===== src/rtl/wb_lsu_master.sv =====
// -----------------------------------------------------------------------------
// wb_lsu_master
// Wishbone pipelined-mode bus master for core load/store traffic. Each accepted
// byte/half/word request becomes a single-beat Wishbone cycle. Load data comes
// back lane-aligned and sign- or zero-extended. Misaligned requests complete
// with an error and no bus cycle is issued.
//
// Optional feature: define WB_TIMEOUT_EN to add a bus watchdog. When it is
// enabled, a cycle that is open for TIMEOUT_CYCLES cycles without an ack is
// aborted and completes with an error.
//
// Ports
//   i_clk, i_reset      clock; synchronous active-high reset
//   i_req .. i_unsigned core request (accepted when i_req && o_ready)
//   o_ready             high while idle
//   o_valid/o_rdata/o_err  one-cycle completion pulse with load data / error
//   o_wb_*              Wishbone master outputs (cyc, stb, we, addr, data, sel)
//   i_wb_data/stall/ack Wishbone slave responses
// -----------------------------------------------------------------------------
module wb_lsu_master #(
    parameter int XLEN = 32
`ifdef WB_TIMEOUT_EN
    ,
    parameter int TIMEOUT_CYCLES = 255
`endif
) (
    input  logic            i_clk,
    input  logic            i_reset,
    input  logic            i_req,
    input  logic            i_we,
    input  logic [XLEN-1:0] i_addr,
    input  logic [XLEN-1:0] i_wdata,
    input  logic [1:0]      i_size,
    input  logic            i_unsigned,
    output logic            o_ready,
    output logic            o_valid,
    output logic [XLEN-1:0] o_rdata,
    output logic            o_err,
    output logic            o_wb_cyc,
    output logic            o_wb_stb,
    output logic            o_wb_we,
    output logic [XLEN-1:0] o_wb_addr,
    output logic [XLEN-1:0] o_wb_data,
    output logic [3:0]      o_wb_sel,
    input  logic [XLEN-1:0] i_wb_data,
    input  logic            i_wb_stall,
    input  logic            i_wb_ack
);

    localparam logic [1:0] ST_IDLE = 2'd0;
    localparam logic [1:0] ST_REQ  = 2'd1;
    localparam logic [1:0] ST_WAIT = 2'd2;

    logic [1:0] state_r;
    logic [1:0] lane_r;
    logic [1:0] size_r;
    logic       unsigned_r;
    logic       we_r;
    logic       accept_s;
    logic       misaligned_s;
    logic       timeout_s;

    // Half needs an even address, word (and the 11 encoding) a word-aligned one.
    function automatic logic is_misaligned(input logic [1:0] size, input logic [1:0] lane);
        case (size)
            2'b00:   is_misaligned = 1'b0;
            2'b01:   is_misaligned = lane[0];
            default: is_misaligned = (lane != 2'b00);
        endcase
    endfunction

    function automatic logic [3:0] lane_sel(input logic [1:0] size, input logic [1:0] lane);
        case (size)
            2'b00:   lane_sel = 4'b0001 << lane;
            2'b01:   lane_sel = 4'b0011 << {lane[1], 1'b0};
            default: lane_sel = 4'b1111;
        endcase
    endfunction

    // Store data is replicated so the selected lanes carry it wherever they are.
    function automatic logic [XLEN-1:0] lane_wdata(input logic [1:0] size, input logic [XLEN-1:0] data);
        case (size)
            2'b00:   lane_wdata = {4{data[7:0]}};
            2'b01:   lane_wdata = {2{data[15:0]}};
            default: lane_wdata = data;
        endcase
    endfunction

    function automatic logic [XLEN-1:0] load_extend(input logic [1:0] size, input logic [1:0] lane,
                                                   input logic uns, input logic [XLEN-1:0] data);
        logic [XLEN-1:0] shifted;
        shifted = data >> {lane, 3'b000};
        case (size)
            2'b00:   load_extend = uns ? {24'h000000, shifted[7:0]}
                                       : {{24{shifted[7]}}, shifted[7:0]};
            2'b01:   load_extend = uns ? {16'h0000, shifted[15:0]}
                                       : {{16{shifted[15]}}, shifted[15:0]};
            default: load_extend = shifted;
        endcase
    endfunction

    // Request handshake and alignment classification of the incoming request.
    always_comb begin
        accept_s     = i_req && o_ready;
        misaligned_s = is_misaligned(i_size, i_addr[1:0]);
    end

`ifdef WB_TIMEOUT_EN
    localparam int CNT_W = ($clog2(TIMEOUT_CYCLES + 1) > 8) ? $clog2(TIMEOUT_CYCLES + 1) : 8;
    localparam logic [CNT_W-1:0] CNT_LAST = CNT_W'(TIMEOUT_CYCLES - 1);

    logic [CNT_W-1:0] tmo_cnt_r;

    // Watchdog counter: cleared on accept, advances every cycle a bus cycle is open.
    always_ff @(posedge i_clk) begin
        if (i_reset) begin
            tmo_cnt_r <= {CNT_W{1'b0}};
        end else if (accept_s) begin
            tmo_cnt_r <= {CNT_W{1'b0}};
        end else if (o_wb_cyc) begin
            tmo_cnt_r <= tmo_cnt_r + {{(CNT_W-1){1'b0}}, 1'b1};
        end
    end

    // The abort fires on the last allowed cycle so cyc is high exactly TIMEOUT_CYCLES cycles.
    always_comb begin
        timeout_s = o_wb_cyc && (tmo_cnt_r == CNT_LAST);
    end
`else
    // Without the watchdog the master waits for ack indefinitely.
    always_comb begin
        timeout_s = 1'b0;
    end
`endif

    // Main control FSM; every core-facing and bus-facing output is a register.
    always_ff @(posedge i_clk) begin
        if (i_reset) begin
            state_r    <= ST_IDLE;
            lane_r     <= 2'b00;
            size_r     <= 2'b00;
            unsigned_r <= 1'b0;
            we_r       <= 1'b0;
            o_ready    <= 1'b1;
            o_valid    <= 1'b0;
            o_err      <= 1'b0;
            o_rdata    <= {XLEN{1'b0}};
            o_wb_cyc   <= 1'b0;
            o_wb_stb   <= 1'b0;
            o_wb_we    <= 1'b0;
            o_wb_addr  <= {XLEN{1'b0}};
            o_wb_data  <= {XLEN{1'b0}};
            o_wb_sel   <= 4'b0000;
        end else begin
            o_valid <= 1'b0;
            o_err   <= 1'b0;
            case (state_r)
                ST_IDLE: begin
                    if (accept_s) begin
                        lane_r     <= i_addr[1:0];
                        size_r     <= i_size;
                        unsigned_r <= i_unsigned;
                        we_r       <= i_we;
                        if (misaligned_s) begin
                            // Complete immediately with an error and stay ready.
                            o_valid <= 1'b1;
                            o_err   <= 1'b1;
                            o_rdata <= {XLEN{1'b0}};
                        end else begin
                            o_wb_cyc  <= 1'b1;
                            o_wb_stb  <= 1'b1;
                            o_wb_we   <= i_we;
                            o_wb_addr <= {i_addr[XLEN-1:2], 2'b00};
                            o_wb_data <= lane_wdata(i_size, i_wdata);
                            o_wb_sel  <= lane_sel(i_size, i_addr[1:0]);
                            o_ready   <= 1'b0;
                            state_r   <= ST_REQ;
                        end
                    end
                end
                ST_REQ, ST_WAIT: begin
                    // An ack is honoured in either phase, even one raised while stalled.
                    if (i_wb_ack || timeout_s) begin
                        o_wb_cyc <= 1'b0;
                        o_wb_stb <= 1'b0;
                        o_wb_we  <= 1'b0;
                        o_valid  <= 1'b1;
                        o_err    <= ~i_wb_ack;
                        o_ready  <= 1'b1;
                        state_r  <= ST_IDLE;
                        if (i_wb_ack && !we_r) begin
                            o_rdata <= load_extend(size_r, lane_r, unsigned_r, i_wb_data);
                        end else begin
                            o_rdata <= {XLEN{1'b0}};
                        end
                    end else if ((state_r == ST_REQ) && !i_wb_stall) begin
                        o_wb_stb <= 1'b0;
                        state_r  <= ST_WAIT;
                    end
                end
                default: begin
                    state_r  <= ST_IDLE;
                    o_ready  <= 1'b1;
                    o_wb_cyc <= 1'b0;
                    o_wb_stb <= 1'b0;
                    o_wb_we  <= 1'b0;
                end
            endcase
        end
    end

endmodule


===== config.mk =====
export PLATFORM = sky130hd
export DESIGN_NAME = wb_lsu_master
export DESIGN_NICKNAME = d
export VERILOG_FILES = /design/src/rtl/wb_lsu_master.sv
export SDC_FILE = /design/constraint.sdc
export NUM_CORES = 1
export LEC_CHECK = 0
export BUFFER_PORTS_ARGS = -buffer_cell sky130_fd_sc_hd__buf_2
export CORE_ASPECT_RATIO = 1.5
export CORE_UTILIZATION = 50
export DETAILED_ROUTE_END_ITERATION = 16
export PLACE_DENSITY = 0.84
export SYNTH_ARGS = -nofsm -noshare
export SYNTH_HDL_FRONTEND = slang
export SYNTH_SLANG_ARGS = --single-unit

===== constraint.sdc =====
create_clock -name i_clk -period 6.7 [get_ports i_clk]
set_input_delay 0.335 -clock i_clk [delete_from_list [all_inputs] [get_ports i_clk]]
set_output_delay 0.335 -clock i_clk [all_outputs]
set_load 0.05 [all_outputs]

==> metrics.txt <==
Worst Tran Pin Value=1130 ps; top_reg_cell synth=dfxtp_1; setup bufs post-CTS=0; Startpoint Class=primary input; synth unique cells=44; outcome=finished clean; ANT cells=0; Mean Syn Cell Area=8.46 um2; initial antenna violation count=0; mapped cell area=0.00483 mm2; num rows=43; share of layout cells above drive strength 1=0.308; DRC Markers=0; unrepaired setup endpoints after global routing=no; die area=0.0101 mm2; Area Overhead vs Synth=27.4%; Syn. warnings=0; hold_sp=i_addr[13]; clock-pin slew on the worst setup and hold paths=70 ps; max-cap violation count=0; worst reg-to-reg setup slack=3940 ps; Worst Setup End Kind=flip-flop; PwrDens=356 mW/mm2; leading area contributor after synthesis=dfxtp_1; Core Footprint=0.00931 mm2; final total power=0.00219 W; crit path DAT=3050 ps; GRT Total Usage=0.262; Final setup viols=0; Synth Instances=571; Final Hold Vio Count=0; Synth async-reset ratio=0; port bufs=208; Leakage=2.81 nW; Hold Path Sink=o_wb_addr[13]; Resized cells post-CTS=0; worst vdd ir=0.209 mV; Initial Util=0.519; Detail Route Antenna Nets=0; Setup TNS=0 ps; worst r2r src=state_r[0]; H-tree Lvls=3; Post-synth EDFFs=0; Worst R2R Path Depth=7; Clock Sink Count=111; reg2reg end=o_rdata[30]; Worst Skew=6.42 ps; first-pass GRT wire length=20,300 um; drt total wl=13,400 um; headroom to the max-slew limit=0.241; post-detail-place hpwl=9690 um; Routed wire per std cell=15.5 um; CTS tree=yes; initial DRC count=301; Final period util=0.420; vias per cell=5.56; CTS root buf=clkbuf_16; Die Ht=122 um; HP Class=primary input to flip-flop; # nets final=853; crit path time final=2810 ps; Synth top area share=0.460; Top Ports=211; First-pass DRT Iterations=5; CTS buffer count=9; Max FO, Critical Path=58; CP Class=primary input to flip-flop; GR Overflow Total=0; Post-CTS Hold Fix Bufs=0; WP data required=6940 ps; Clock Latency Late Sink=340 ps; Synth area leaders=dfxtp_1, nand2_1, mux2i_1, a21oi_1, nor2_1; Yosys reg bits=111; vias in the first global route=4,420; gp weighted congestion=0.871; Cells on Worst Hold Path=3; Via Count=4,794; Slew Limit Fails=0; Die X-Extent=82.3 um; largest net degree at the start of global routing=99; register area share after synthesis=0.460; Max Freq=0.356 GHz; clk buf depth=2
[kinds of logic after synthesis]
group / synth area share
fa+ha+maj: 0.00777
compound gates: 0.226
other cells: 0.000776
simple gates: 0.178
buf+inv: 0.0505
xor+xnor: 0.00181
flops: 0.460
mux: 0.0751
[through the flow]
stage / utilization / hold slack, ps / instance area (um2) / instances / setup WS [ps]
2_1_floorplan: - / 447 / 4830 / 572 / 4160
3_3_place_gp: 0.626 / 440 / 5830 / 846 / 3810
3_5_place_dp: 0.626 / 445 / 5830 / 846 / 3610
4_1_cts: 0.661 / 217 / 6150 / 862 / 3940
5_1_grt: 0.661 / 227 / 6150 / 862 / 3550
6_report: 0.661 / 230 / 6150 / 862 / 3890
[cell usage in the layout, fill, tap and decap left out, types with 9 or more instances in the layout]
| cell | Yosys | final |
|---|---|---|
| dfxtp_1 | 111 | 111 |
| nor2_1 | 41 | 40 |
| a211oi_1 | 12 | 12 |
| nor2b_1 | 10 | 10 |
| buf_2 | 9 | 207 |
| o21ai_0 | 21 | 20 |
| nand2_1 | 125 | 125 |
| mux2i_1 | 34 | 34 |
| a21oi_1 | 65 | 65 |
| clkbuf_16 | 0 | 9 |
| a311oi_1 | 10 | 10 |
[state kept, by name, summed over array words and instances, names as in the netlist]
register	flops
lane_r	2
o_err	1
o_rdata	32
o_ready	1
o_valid	1
o_wb_addr	30
o_wb_cyc	1
o_wb_data	32
o_wb_sel	4
o_wb_we	1
size_r	2
state_r	2
unsigned_r	1
we_r	1
[where the power goes]
part           switching, W  internal, W
logic              0.000596     0.000219
registers         0.0000593     0.000749
clock network      0.000231     0.000338
total              0.000886      0.00131
[how the worst max path moves through the flow]
stage / slack (ps) / startpoint / depth (start not counted) / endpoint
floorplan: 4160 / state_r[0] / 10 / o_rdata[30]
global placement: 3810 / i_size[1] / 7 / o_wb_data[15]
detailed placement: 3610 / i_size[1] / 7 / o_wb_data[31]
CTS: 3940 / i_size[1] / 7 / o_wb_sel[1]
global route: 3550 / i_size[1] / 7 / o_wb_sel[1]
finish: 3890 / i_size[1] / 7 / o_wb_sel[1]
[final cells by class]
cell class                      instances  area [um2]
Inverter                                6        22.5
Fill cell                             769        3150
Tap cell                              112         140
Multi-Input combinational cell        407        2390
Timing Repair Buffer                  210        1060
Sequential cell                       111        2220
Clock inverter                          5        81.3
Clock buffer                           11         243
[routing by layer]
metal	global-route usage	vias up	wire, um
met5	0	-	0
met4	0.0954	0	266
met3	0.0654	18	964
met2	0.476	196	7000
met1	0.286	2220	5140
li1	-	2360	-
[critical path: stages]
cell and delay, ps:
buf_2 260, nor2_1 740, nor2_1 220, nor2_4 540, buf_4 570, nor2_1 80
a311oi_1 270
[synthesized netlist by cell type (2+ instances only)]
master,instances
mux2i_1,34
a211o_1,8
a21oi_1,65
inv_1,5
nor3b_1,2
buf_4,2
a311oi_1,10
a221o_1,8
buf_1,6
a22o_1,7
a32oi_1,7
ha_1,3
buf_2,9
nand2b_1,2
nor2_1,41
nand2_1,125
nand3_1,2
nand3b_1,8
nor3_1,6
clkbuf_1,28
o21ai_0,21
o211ai_1,8
nor2b_1,10
a21o_1,4
mux2_2,2
dfxtp_1,111
o311ai_0,7
buf_6,3
a211oi_1,12
Note: power is estimated with default switching activity, not from simulation.
